$ cat src/rtl/timer_pkg.sv
// Shared types and constants for the BCD countdown timer.
package timer_pkg;

  localparam int BCD_W = 4;
  localparam logic [BCD_W-1:0] DIGIT_LIM_9 = 4'd9;
  localparam logic [BCD_W-1:0] DIGIT_LIM_5 = 4'd5;

  typedef enum logic [1:0] {
    IDLE  = 2'd0,
    RUN   = 2'd1,
    PAUSE = 2'd2,
    DONE  = 2'd3
  } timer_state_t;

  // {min1, min0, sec1, sec0, cs1, cs0}, one BCD nibble each
  typedef logic [6*BCD_W-1:0] bcd_time_t;

endpackage

$ cat src/rtl/countdown_timer_bcd_down_digit.sv
// One BCD down-counting digit with clamping load and a ripple borrow.
module bcd_down_digit
  import timer_pkg::*;
(
  input  logic             clk,
  input  logic             rst,
  input  logic             clear,
  input  logic             load_en,
  input  logic [BCD_W-1:0] load_value,
  input  logic [BCD_W-1:0] limit,
  input  logic             borrow_in,
  output logic [BCD_W-1:0] q,
  output logic             borrow_out
);

  logic [BCD_W-1:0] q_reg;
  logic [BCD_W-1:0] q_next;

  always_comb begin
    q_next = q_reg;
    if (clear) begin
      q_next = '0;
    end else if (load_en) begin
      q_next = (load_value > limit) ? limit : load_value;
    end else if (borrow_in) begin
      // A zero digit wraps to its limit and hands the borrow upward
      q_next = (q_reg == '0) ? limit : q_reg - 4'd1;
    end
  end

  always_ff @(posedge clk) begin
    if (rst) begin
      q_reg <= '0;
    end else begin
      q_reg <= q_next;
    end
  end

  assign q          = q_reg;
  assign borrow_out = borrow_in & (q_reg == '0);

endmodule

$ cat src/rtl/countdown_timer.sv
// mm:ss.cc BCD countdown timer with start/pause button and post-expiry alarm.
// Optional COUNTDOWN_BLINK_EN adds a blink output that toggles every 50 ticks in DONE.
module countdown_timer
  import timer_pkg::*;
#(
  parameter int ALARM_TICKS = 200,
  parameter int TICK_CNT_W  = 16
) (
  input  logic             clk,
  input  logic             rst,
  input  logic             tick,
  input  logic             btn_start,
  input  logic             btn_clear,
  input  logic             load_en,
  input  logic [23:0]      load_value,
  output logic [BCD_W-1:0] cs0,
  output logic [BCD_W-1:0] cs1,
  output logic [BCD_W-1:0] sec0,
  output logic [BCD_W-1:0] sec1,
  output logic [BCD_W-1:0] min0,
  output logic [BCD_W-1:0] min1,
  output logic             running,
  output logic             done,
  output logic             alarm
`ifdef COUNTDOWN_BLINK_EN
  ,
  output logic             blink
`endif
);

  timer_state_t          state_reg;
  timer_state_t          state_next;
  logic [TICK_CNT_W-1:0] cnt_reg;
  logic [TICK_CNT_W-1:0] cnt_next;
  logic                  btn_d_reg;
  logic                  btn_edge;
  logic                  done_reg;
  logic                  done_next;
  logic                  running_reg;
  logic                  alarm_reg;
  logic                  digit_load;
  logic                  digit_dec;
  logic                  is_zero;
  logic                  is_one;
  bcd_time_t             cur_time;
  logic [6:0]            borrow;
  logic                  borrow_top_unused;

  assign btn_edge = btn_start & ~btn_d_reg;
  assign is_zero  = (cur_time == '0);
  assign is_one   = (cur_time == bcd_time_t'(1));

  always_comb begin
    state_next = state_reg;
    cnt_next   = cnt_reg;
    done_next  = 1'b0;
    digit_load = 1'b0;
    digit_dec  = 1'b0;
    if (btn_clear) begin
      state_next = IDLE;
      cnt_next   = '0;
    end else begin
      case (state_reg)
        IDLE: begin
          if (load_en) begin
            digit_load = 1'b1;
          end else if (btn_edge && !is_zero) begin
            state_next = RUN;
          end
        end
        RUN: begin
          if (btn_edge) begin
            state_next = PAUSE;
          end else if (tick) begin
            // Zero is tested before decrementing so the digits never wrap past 00:00.00
            if (is_zero) begin
              state_next = DONE;
              done_next  = 1'b1;
            end else begin
              digit_dec = 1'b1;
              if (is_one) begin
                state_next = DONE;
                done_next  = 1'b1;
              end
            end
          end
        end
        PAUSE: begin
          if (btn_edge) begin
            state_next = RUN;
          end
        end
        DONE: begin
          if (btn_edge) begin
            state_next = IDLE;
            cnt_next   = '0;
          end else if (tick) begin
            if (cnt_reg == TICK_CNT_W'(ALARM_TICKS - 1)) begin
              state_next = IDLE;
              cnt_next   = '0;
            end else begin
              cnt_next = cnt_reg + 1'b1;
            end
          end
        end
        default: begin
          state_next = IDLE;
          cnt_next   = '0;
        end
      endcase
    end
  end

  always_ff @(posedge clk) begin
    if (rst) begin
      state_reg   <= IDLE;
      cnt_reg     <= '0;
      btn_d_reg   <= 1'b1;
      done_reg    <= 1'b0;
      running_reg <= 1'b0;
      alarm_reg   <= 1'b0;
    end else begin
      state_reg   <= state_next;
      cnt_reg     <= cnt_next;
      btn_d_reg   <= btn_start;
      done_reg    <= done_next;
      running_reg <= (state_next == RUN);
      alarm_reg   <= (state_next == DONE);
    end
  end

  assign borrow[0] = digit_dec;

  genvar gi;
  generate
    for (gi = 0; gi < 6; gi++) begin : g_digit
      localparam logic [BCD_W-1:0] LIM = (gi == 3 || gi == 5) ? DIGIT_LIM_5 : DIGIT_LIM_9;
      bcd_down_digit u_digit (
        .clk        (clk),
        .rst        (rst),
        .clear      (btn_clear),
        .load_en    (digit_load),
        .load_value (load_value[gi*BCD_W +: BCD_W]),
        .limit      (LIM),
        .borrow_in  (borrow[gi]),
        .q          (cur_time[gi*BCD_W +: BCD_W]),
        .borrow_out (borrow[gi+1])
      );
    end
  endgenerate

  // A borrow out of min1 would mean underflow, which the zero check rules out
  assign borrow_top_unused = borrow[6];

  assign cs0     = cur_time[0*BCD_W +: BCD_W];
  assign cs1     = cur_time[1*BCD_W +: BCD_W];
  assign sec0    = cur_time[2*BCD_W +: BCD_W];
  assign sec1    = cur_time[3*BCD_W +: BCD_W];
  assign min0    = cur_time[4*BCD_W +: BCD_W];
  assign min1    = cur_time[5*BCD_W +: BCD_W];
  assign running = running_reg;
  assign done    = done_reg;
  assign alarm   = alarm_reg;

`ifdef COUNTDOWN_BLINK_EN
  localparam int BLINK_TICKS = 50;

  logic [5:0] blink_cnt_reg;
  logic       blink_reg;

  always_ff @(posedge clk) begin
    if (rst || state_next != DONE) begin
      blink_cnt_reg <= '0;
      blink_reg     <= 1'b0;
    end else if (state_reg == DONE && tick) begin
      if (blink_cnt_reg == 6'(BLINK_TICKS - 1)) begin
        blink_cnt_reg <= '0;
        blink_reg     <= ~blink_reg;
      end else begin
        blink_cnt_reg <= blink_cnt_reg + 1'b1;
      end
    end
  end

  assign blink = blink_reg;
`endif

endmodule

$ cat config.mk
export PLATFORM = sky130hd
export DESIGN_NAME = countdown_timer
export DESIGN_NICKNAME = d
export VERILOG_FILES = /design/src/rtl/timer_pkg.sv /design/src/rtl/countdown_timer_bcd_down_digit.sv /design/src/rtl/countdown_timer.sv
export SDC_FILE = /design/constraint.sdc
export NUM_CORES = 1
export LEC_CHECK = 0
export ABC_AREA = 1
export ABC_CLOCK_PERIOD_IN_PS = 1500
export BUFFER_PORTS_ARGS = -buffer_cell sky130_fd_sc_hd__buf_2
export CORE_UTILIZATION = 50
export CTS_BUF_LIST = sky130_fd_sc_hd__clkbuf_16
export DETAILED_ROUTE_END_ITERATION = 7
export PLACE_DENSITY_LB_ADDON = 0.15
export RECOVER_POWER = 50
export SYNTH_ARGS = -nofsm -noshare
export SYNTH_HDL_FRONTEND = slang
export SYNTH_SLANG_ARGS = --single-unit
$ cat constraint.sdc
create_clock -name clk -period 1.5 [get_ports clk]
set_clock_uncertainty 0.05 [all_clocks]
set_input_delay 0.075 -clock clk [delete_from_list [all_inputs] [get_ports clk]]
set_output_delay 0.075 -clock clk [all_outputs]
set_load 0.005 [all_outputs]
==> reports/metrics.csv, run 1 <==
stage;metric;value;unit
setup_path;cp_top_family;simple AND/OR/NAND/NOR gates;
synth;syn_inst;424;
setup_path;worst-path-max-fanout;7;
pwr;p_seq_frac;0.421;
cells_and_area;layout.nets;580;
route;vias_per_cell;5.47;
synth;avgSynthCellArea;6.49;um^2
cells_and_area;drive_gt1_frac;0.413;
setup_path;cp_data_arrival_time;1.67;ns
cells_and_area;fin_cells;620;
sta;relSlewSlack;0.784;
cells_and_area;seqCellArea;941;um^2
sta;fin_crit_sh;1.05;
placed_design;gp_congestion;0.893;
cells_and_area;diodes;0;
clocking;htreeDepth;2;
route;antenna_left;0;
placed_design;post_dp_cell_area;3470;um^2
floorplanning;start_util;0.529;
sta;rsz0062_at_grt;yes;
setup_path;crit_path_max_incr_delay;0.37;ns
pwr;p_switching;858;uW
setup_path;crit_buf_inv;1;
pwr;comb_power_share;0.220;
placed_design;port_buffers;56;
pwr;ir_drop;712;uV
global_routing;grt_pass1_vias;2786;
global_routing;antenna_found_initial;0;
setup_path;crit_top_cell;a21oi_1;
run;drv_cap;0;
setup_path;cp-start-kind;register;
cells_and_area;fin_area;4150;um^2
synth;syn_nets;455;
synth;seq_area_frac_synth;0.335;
sta;max_freq;636;MHz
synth;synth_area;2750;um^2
route;drtPass1Iterations;5;
pwr;p_per_area;719;nW/um^2
setup_path;crit_slowest_cell;dfxtp_4;
sta;worst_pin_slew;0.322;ns
placed_design;dp_cells;592;
floorplanning;die_h;76.2;um
sta;finalSetupViolCount;8;
clocking;cts_tree;yes;
setup_path;crit_path_end_kind;register;
route;vias;3391;
route;drt-initial-drc-count;232;
sta;fin_ws;-0.0715;ns
sta;min_period;1.57;ns
cells_and_area;fillers;359;
clocking;numCtsBuffers;5;
route;wire_per_inst;14.5;um
global_routing;gr-total-overflow;0;
pwr;p_int;2130;uW
synth;yosysUniqueCellTypes;38;
synth;yosysWarningCount;0;
global_routing;grt_max_degree;25;
clocking;worstSkewPairLatency;0.28;ns
cells_and_area;multi_input_area;1950;um^2
sta;slew_viol_final;0;
clocking;cts_root_buf;clkbuf_16;
pwr;p_leak;0.00191;uW
global_routing;grt_pass1_wl;12100;um
floorplanning;ios;57;
route;wl;9020;um
setup_path;critPathKind;register to register;
pwr;swShare;0.287;
floorplanning;chipWidth;76.2;um
run_status;violations;setup timing;
pwr;clock_power_share;0.359;
global_routing;grt_usage;0.253;
cells_and_area;area_growth;50.9;%
setup_path;cp.required;1.60;ns
placed_design;dp_hpwl;5420;um
route;drc;0;
clocking;cts_buffer_depth;2;
min_path;holdCritPathClass;input pin to register;
setup_path;cp_cell_sequence;nor2_4 -> nand2_2 -> inv_4 -> nand2_8 -> nand2_2 -> a21oi_1 -> a21oi_1 -> a21oi_1;
cells_and_area;largest_reg_flops;24;
synth;ys_ff_latch;46;
floorplanning;core_area;5200;um^2
clocking;path_clk_slew;0.06;ns
floorplanning;fp.dieArea;5810;um^2
clocking;cts.sinks;46;
run_status;run_status;finished, violations left;
sta;hold_viol_final;0;
floorplanning;row_count;26;
==> synthesized netlist by cell type <==
cell type	n	area, um^2
a211oi_1	4	30.0
a21oi_1	22	110
a31oi_1	3	18.8
and2_1	1	6.26
buf_2	3	15.0
buf_4	2	15.0
clkbuf_1	1	3.75
clkinv_1	1	3.75
dfxtp_1	46	921
ha_1	1	12.5
inv_1	51	191
inv_2	3	11.3
inv_4	1	6.26
nand2_1	90	338
nand2_2	8	50.1
nand2_4	5	56.3
nand3_1	27	135
nand3_4	1	17.5
nand3b_1	6	45.0
nand4_1	5	31.3
nand4_2	1	12.5
nor2_1	72	270
nor2_2	4	25.0
nor2_4	3	33.8
nor2_8	1	20.0
nor3_1	8	40.0
nor3b_1	3	22.5
nor3b_2	1	12.5
nor4_1	1	6.26
o211ai_1	2	15.0
o21a_1	1	7.51
o21ai_0	30	150
o21ai_1	2	10.0
o21bai_1	1	7.51
o22ai_1	3	18.8
or2_2	2	12.5
xnor2_1	1	8.76
xor2_1	7	61.3
==> cells in the final DEF (no fill, tap or decap), types with 3 or more instances in the layout <==
cell and instances:
a21oi_1 18, a21oi_2 4, a31oi_1 3, buf_2 54, buf_4 51, clkbuf_1 10, clkbuf_16 7, dfxtp_1 36
dfxtp_2 7, dfxtp_4 3, inv_1 45, inv_2 8, inv_4 3, nand2_1 73, nand2_2 17, nand2_4 11
nand2_8 4, nand3_1 18, nand3_2 9, nand3b_1 6, nand4_1 5, nor2_1 54, nor2_2 13, nor2_4 12
nor3_1 7, o21ai_0 19, o21ai_1 7, o21ai_2 6, xor2_1 7
==> worst paths after layout <==
kind,cells after the start,start,endpoint,slack (ns)
setup / recovery,8,state_reg[1],g_digit[0].u_digit.q[2],-0.07
hold / removal,3,tick,done,0.07
setup reg to reg,8,state_reg[1],g_digit[0].u_digit.q[2],-0.07
hold reg to reg,2,cnt_reg[8],cnt_reg[8],0.43
==> layer usage <==
| layer | global-route usage | share of wire | wire (um) |
|---|---|---|---|
| met1 | 0.333 | 0.41 | 3720 |
| met2 | 0.427 | 0.49 | 4380 |
| met3 | 0.0359 | 0.076 | 682 |
| met4 | 0.0827 | 0.026 | 236 |
| met5 | 0 | 0 | 0 |
==> kinds of logic (layout without fill, tap and decap cells) <==
family,count (synthesis),in the layout,share of synthesized area
AO/OA/AOI/OAI,68,68,0.134
XOR/XNOR,8,8,0.0255
adder cells (fa/ha/maj),1,1,0.00454
buffers and inverters,62,186,0.0895
flip-flops,46,46,0.335
AND/OR/NAND/NOR,239,241,0.412
==> power groups by stage <==
stage                     Clock [uW]  Combinational (uW)  Sequential (uW)
after floorplan                    0                 285             1290
final                           1070                 656             1260
after CTS                       1080                 510             1260
after global routing            1130                 704             1260
after global placement             0                 487             1280
after detailed placement           0                 494             1280
==> through the flow <==
stage / hold slack, ns / worst slack, ns / util / power [uW] / setup TNS, ns
2_1_floorplan: 0.0974 / 0.0257 / - / 1580 / 0
3_3_place_gp: 0.228 / -0.0465 / 0.667 / 1770 / -0.315
3_5_place_dp: 0.235 / -0.0679 / 0.667 / 1780 / -0.913
4_1_cts: 0.0419 / -0.00499 / 0.712 / 2850 / -0.00499
5_1_grt: 0.0743 / -0.131 / 0.798 / 3090 / -2.23
6_report: 0.0687 / -0.0715 / 0.798 / 2990 / -0.241
==> worst register-to-register path, stage by stage, from the launching register on <==
cell	delay [ns]
dfxtp_4	0.37
nor2_4	0.12
nand2_2	0.07
inv_4	0.08
nand2_8	0.09
nand2_2	0.22
a21oi_1	0.08
a21oi_1	0.22
a21oi_1	0.13
==> final cells by class <==
cell class                      count  area share
Multi-Input combinational cell    318       0.468
Sequential cell                    46       0.227
Timing Repair Buffer              122       0.195
Inverter                           56      0.0542
Clock buffer                        5      0.0301
Tap cell                           70      0.0211
Clock inverter                      3     0.00422
==> repair_timing <==
item	CTS	global route
pin swaps	6	40
buffers inserted	2	12
gates cloned	0	4
gates resized for setup	17	105
hold buffers	2	0
endpoints found under the setup margin	30	42
endpoints found under the hold margin	2	0
(Power assumes the default switching activity.)
==> inputs of run 2 (changes only) <==
--- a/config.mk
+++ b/config.mk
@@ -8,7 +8,9 @@
 export ABC_AREA = 1
 export ABC_CLOCK_PERIOD_IN_PS = 1500
 export BUFFER_PORTS_ARGS = -buffer_cell sky130_fd_sc_hd__buf_2
-export CORE_UTILIZATION = 50
+export CELL_PAD_IN_SITES_DETAIL_PLACEMENT = 0
+export CELL_PAD_IN_SITES_GLOBAL_PLACEMENT = 1
+export CORE_UTILIZATION = 34
 export CTS_BUF_LIST = sky130_fd_sc_hd__clkbuf_16
 export DETAILED_ROUTE_END_ITERATION = 7
 export PLACE_DENSITY_LB_ADDON = 0.15
==> run 2 against run 1 <==
The run now ends clean. Worst hold slack got worse by 0.015 ns. Critical path depth increased by 3. Count of clock-buffer cells in the layout unchanged. Sequential share of layout area decreased by 0.92 points. Core utilization decreased by 24 points. Combinational power increased by 3%. Largest power group is now clock. Highest routed layer unchanged.
==> reports/metrics.csv, run 2 (synthesis gave the netlist of run 1 again) <==
stage;metric;value;unit;change
route;drc;0;;unchanged
setup_path;critPathKind;register to register;;
clocking;numCtsBuffers;5;;unchanged
setup_path;crit_path_end_kind;register;;
floorplanning;ios;57;;unchanged
clocking;cts_tree;yes;;
floorplanning;start_util;0.354;;-0.174
pwr;p_per_area;739;nW/um^2;+2.8%
setup_path;cp_data_arrival_time;1.61;ns;-0.06 ns
route;vias;3109;;-8.3%
global_routing;grt_pass1_wl;13300;um;+10%
route;drtPass1Iterations;4;;-1
route;wire_per_inst;12.2;um;-16%
clocking;path_clk_slew;0.07;ns;about the same
pwr;swShare;0.271;;-0.0162
global_routing;grt_max_degree;21;;-16%
clocking;htreeDepth;2;;unchanged
setup_path;cp.required;1.63;ns;+0.03 ns
pwr;ir_drop;494;uV;-31%
cells_and_area;largest_reg_flops;24;;unchanged
global_routing;grt_usage;0.198;;-0.0553
run;drv_cap;0;;unchanged
sta;rsz0062_at_grt;yes;;
setup_path;cp-start-kind;register;;
global_routing;antenna_found_initial;0;;unchanged
placed_design;post_dp_cell_area;3680;um^2;+6.0%
route;wl;8070;um;-11%
cells_and_area;final_cell_mix;73 x nand2_1, 58 x buf_4, 55 x nor2_1, 55 x buf_2, 45 x inv_1;;
pwr;p_seq_frac;0.392;;-0.029
sta;slew_viol_final;0;;unchanged
global_routing;gr-total-overflow;0;;unchanged
min_path;holdCritPathClass;input pin to register;;
pwr;totalPowerFinal;3200;uW;+7.2%
pwr;p_leak;0.00200;uW;+4.8%
floorplanning;die_h;92.0;um;+21%
pwr;clock_power_share;0.397;;+0.038
run_status;run_status;complete, no violations;;
pwr;comb_power_share;0.210;;-0.010
placed_design;dp_hpwl;5950;um;+9.8%
cells_and_area;area_growth;57.3;%;
floorplanning;row_count;32;;+23%
pwr;p_switching;868;uW;+1.1%
cells_and_area;drive_gt1_frac;0.424;;+0.0112
route;drt-initial-drc-count;112;;-52%
clocking;cts_buffer_depth;2;;unchanged
sta;max_freq;678;MHz;+6.5%
floorplanning;core_area;7770;um^2;+49%
floorplanning;chipWidth;92.0;um;+21%
clocking;worstSkewPairLatency;0.29;ns;about the same
cells_and_area;fin_area;4330;um^2;+4.2%
route;antenna_left;0;;unchanged
global_routing;grt_pass1_vias;2933;;+5.3%
route;vias_per_cell;4.70;;-14%
sta;fin_crit_sh;0.984;;-0.0639
pwr;p_int;2330;uW;+9.6%
placed_design;port_buffers;56;;unchanged
cells_and_area;layout_commonest_cell;nand2_1;;
floorplanning;fp.dieArea;8460;um^2;+46%
cells_and_area;diodes;0;;unchanged
cells_and_area;layout.nets;589;;+1.6%
sta;min_period;1.48;ns;-0.0959 ns
sta;finalSetupViolCount;0;;-8
placed_design;gp_congestion;0.807;;-9.6%
sta;hold_viol_final;0;;unchanged
setup_path;worst-path-max-fanout;8;;+1
sta;relSlewSlack;0.800;;+0.0166
sta;worst_pin_slew;0.298;ns;-0.0239 ns
clocking;cts_root_buf;clkbuf_16;;
clocking;cts.sinks;46;;unchanged
## run 2: cell types whose count changed in the layout (fill, tap and decap cells not counted), sizes merged
cell,delta
clkinvlp,+1
clkinv,-1
bufinv,+1
inv,-1
clkbuf,-4
nand2,-1
buf,+14
## run 2: final cells by class
cell class / count / area (um^2)
Timing Repair Buffer: 132 / 910
Clock buffer: 5 / 125
Tap cell: 102 / 128
Inverter: 56 / 228
Fill cell: 772 / 3440
Clock inverter: 3 / 41.3
Multi-Input combinational cell: 317 / 1960
Sequential cell: 46 / 941
## run 2: final timing paths
path | from | to | slack (ns) | depth (start not counted)
max | state_reg[0] | g_digit[3].u_digit.q[1] | 0.02 | 11
min | load_value[2] | g_digit[0].u_digit.q[2] | 0.05 | 3
max reg2reg | state_reg[0] | g_digit[3].u_digit.q[1] | 0.02 | 11
min reg2reg | cnt_reg[8] | cnt_reg[8] | 0.45 | 2
## run 2: metrics by stage
stage / setup TNS (ns) / utilization / std cells / hold slack [ns] / worst slack (ns)
floorplan: 0 / - / 424 / 0.0974 / 0.0257
global placement: -0.863 / 0.474 / 643 / 0.242 / -0.0904
detailed placement: -1.25 / 0.474 / 643 / 0.241 / -0.115
CTS: 0 / 0.518 / 659 / 0.0414 / 0.00367
global route: -1.17 / 0.557 / 661 / 0.0743 / -0.111
finish: 0 / 0.557 / 661 / 0.0539 / 0.0244
## run 2: per-layer routing
layer	share of wire	global-route usage	vias up
met4	0.012	0.0560	0
met5	0	0	-
li1	-	-	1647
met2	0.50	0.343	45
met1	0.45	0.240	1408
met3	0.034	0.0514	9
## run 2: worst max-delay path: stages (launching register included)
cell and delay, ns:
dfxtp_4 0.37, nor2_4 0.11, nand2_1 0.07, inv_2 0.10, nand2_8 0.10, buf_4 0.19, nand2_1 0.06, inv_1 0.04
nand2_1 0.05, o211ai_1 0.08, nor2_1 0.11, nor2_1 0.05
## run 2: what timing repair did
item	4_1_cts	5_1_grt
gates resized for setup	25	106
buffers inserted	5	2
hold buffers	2	0
endpoints found under the setup margin	26	44
hold endpoints to repair	2	0
pin swaps	12	42
gates cloned	1	0
## run 2: power by group through the flow
stage | clock network [uW] | logic [uW] | registers [uW]
2_1_floorplan | 0 | 285 | 1290
3_3_place_gp | 0 | 569 | 1280
3_5_place_dp | 0 | 571 | 1280
4_1_cts | 1310 | 611 | 1260
5_1_grt | 1380 | 744 | 1260
6_report | 1270 | 673 | 1260
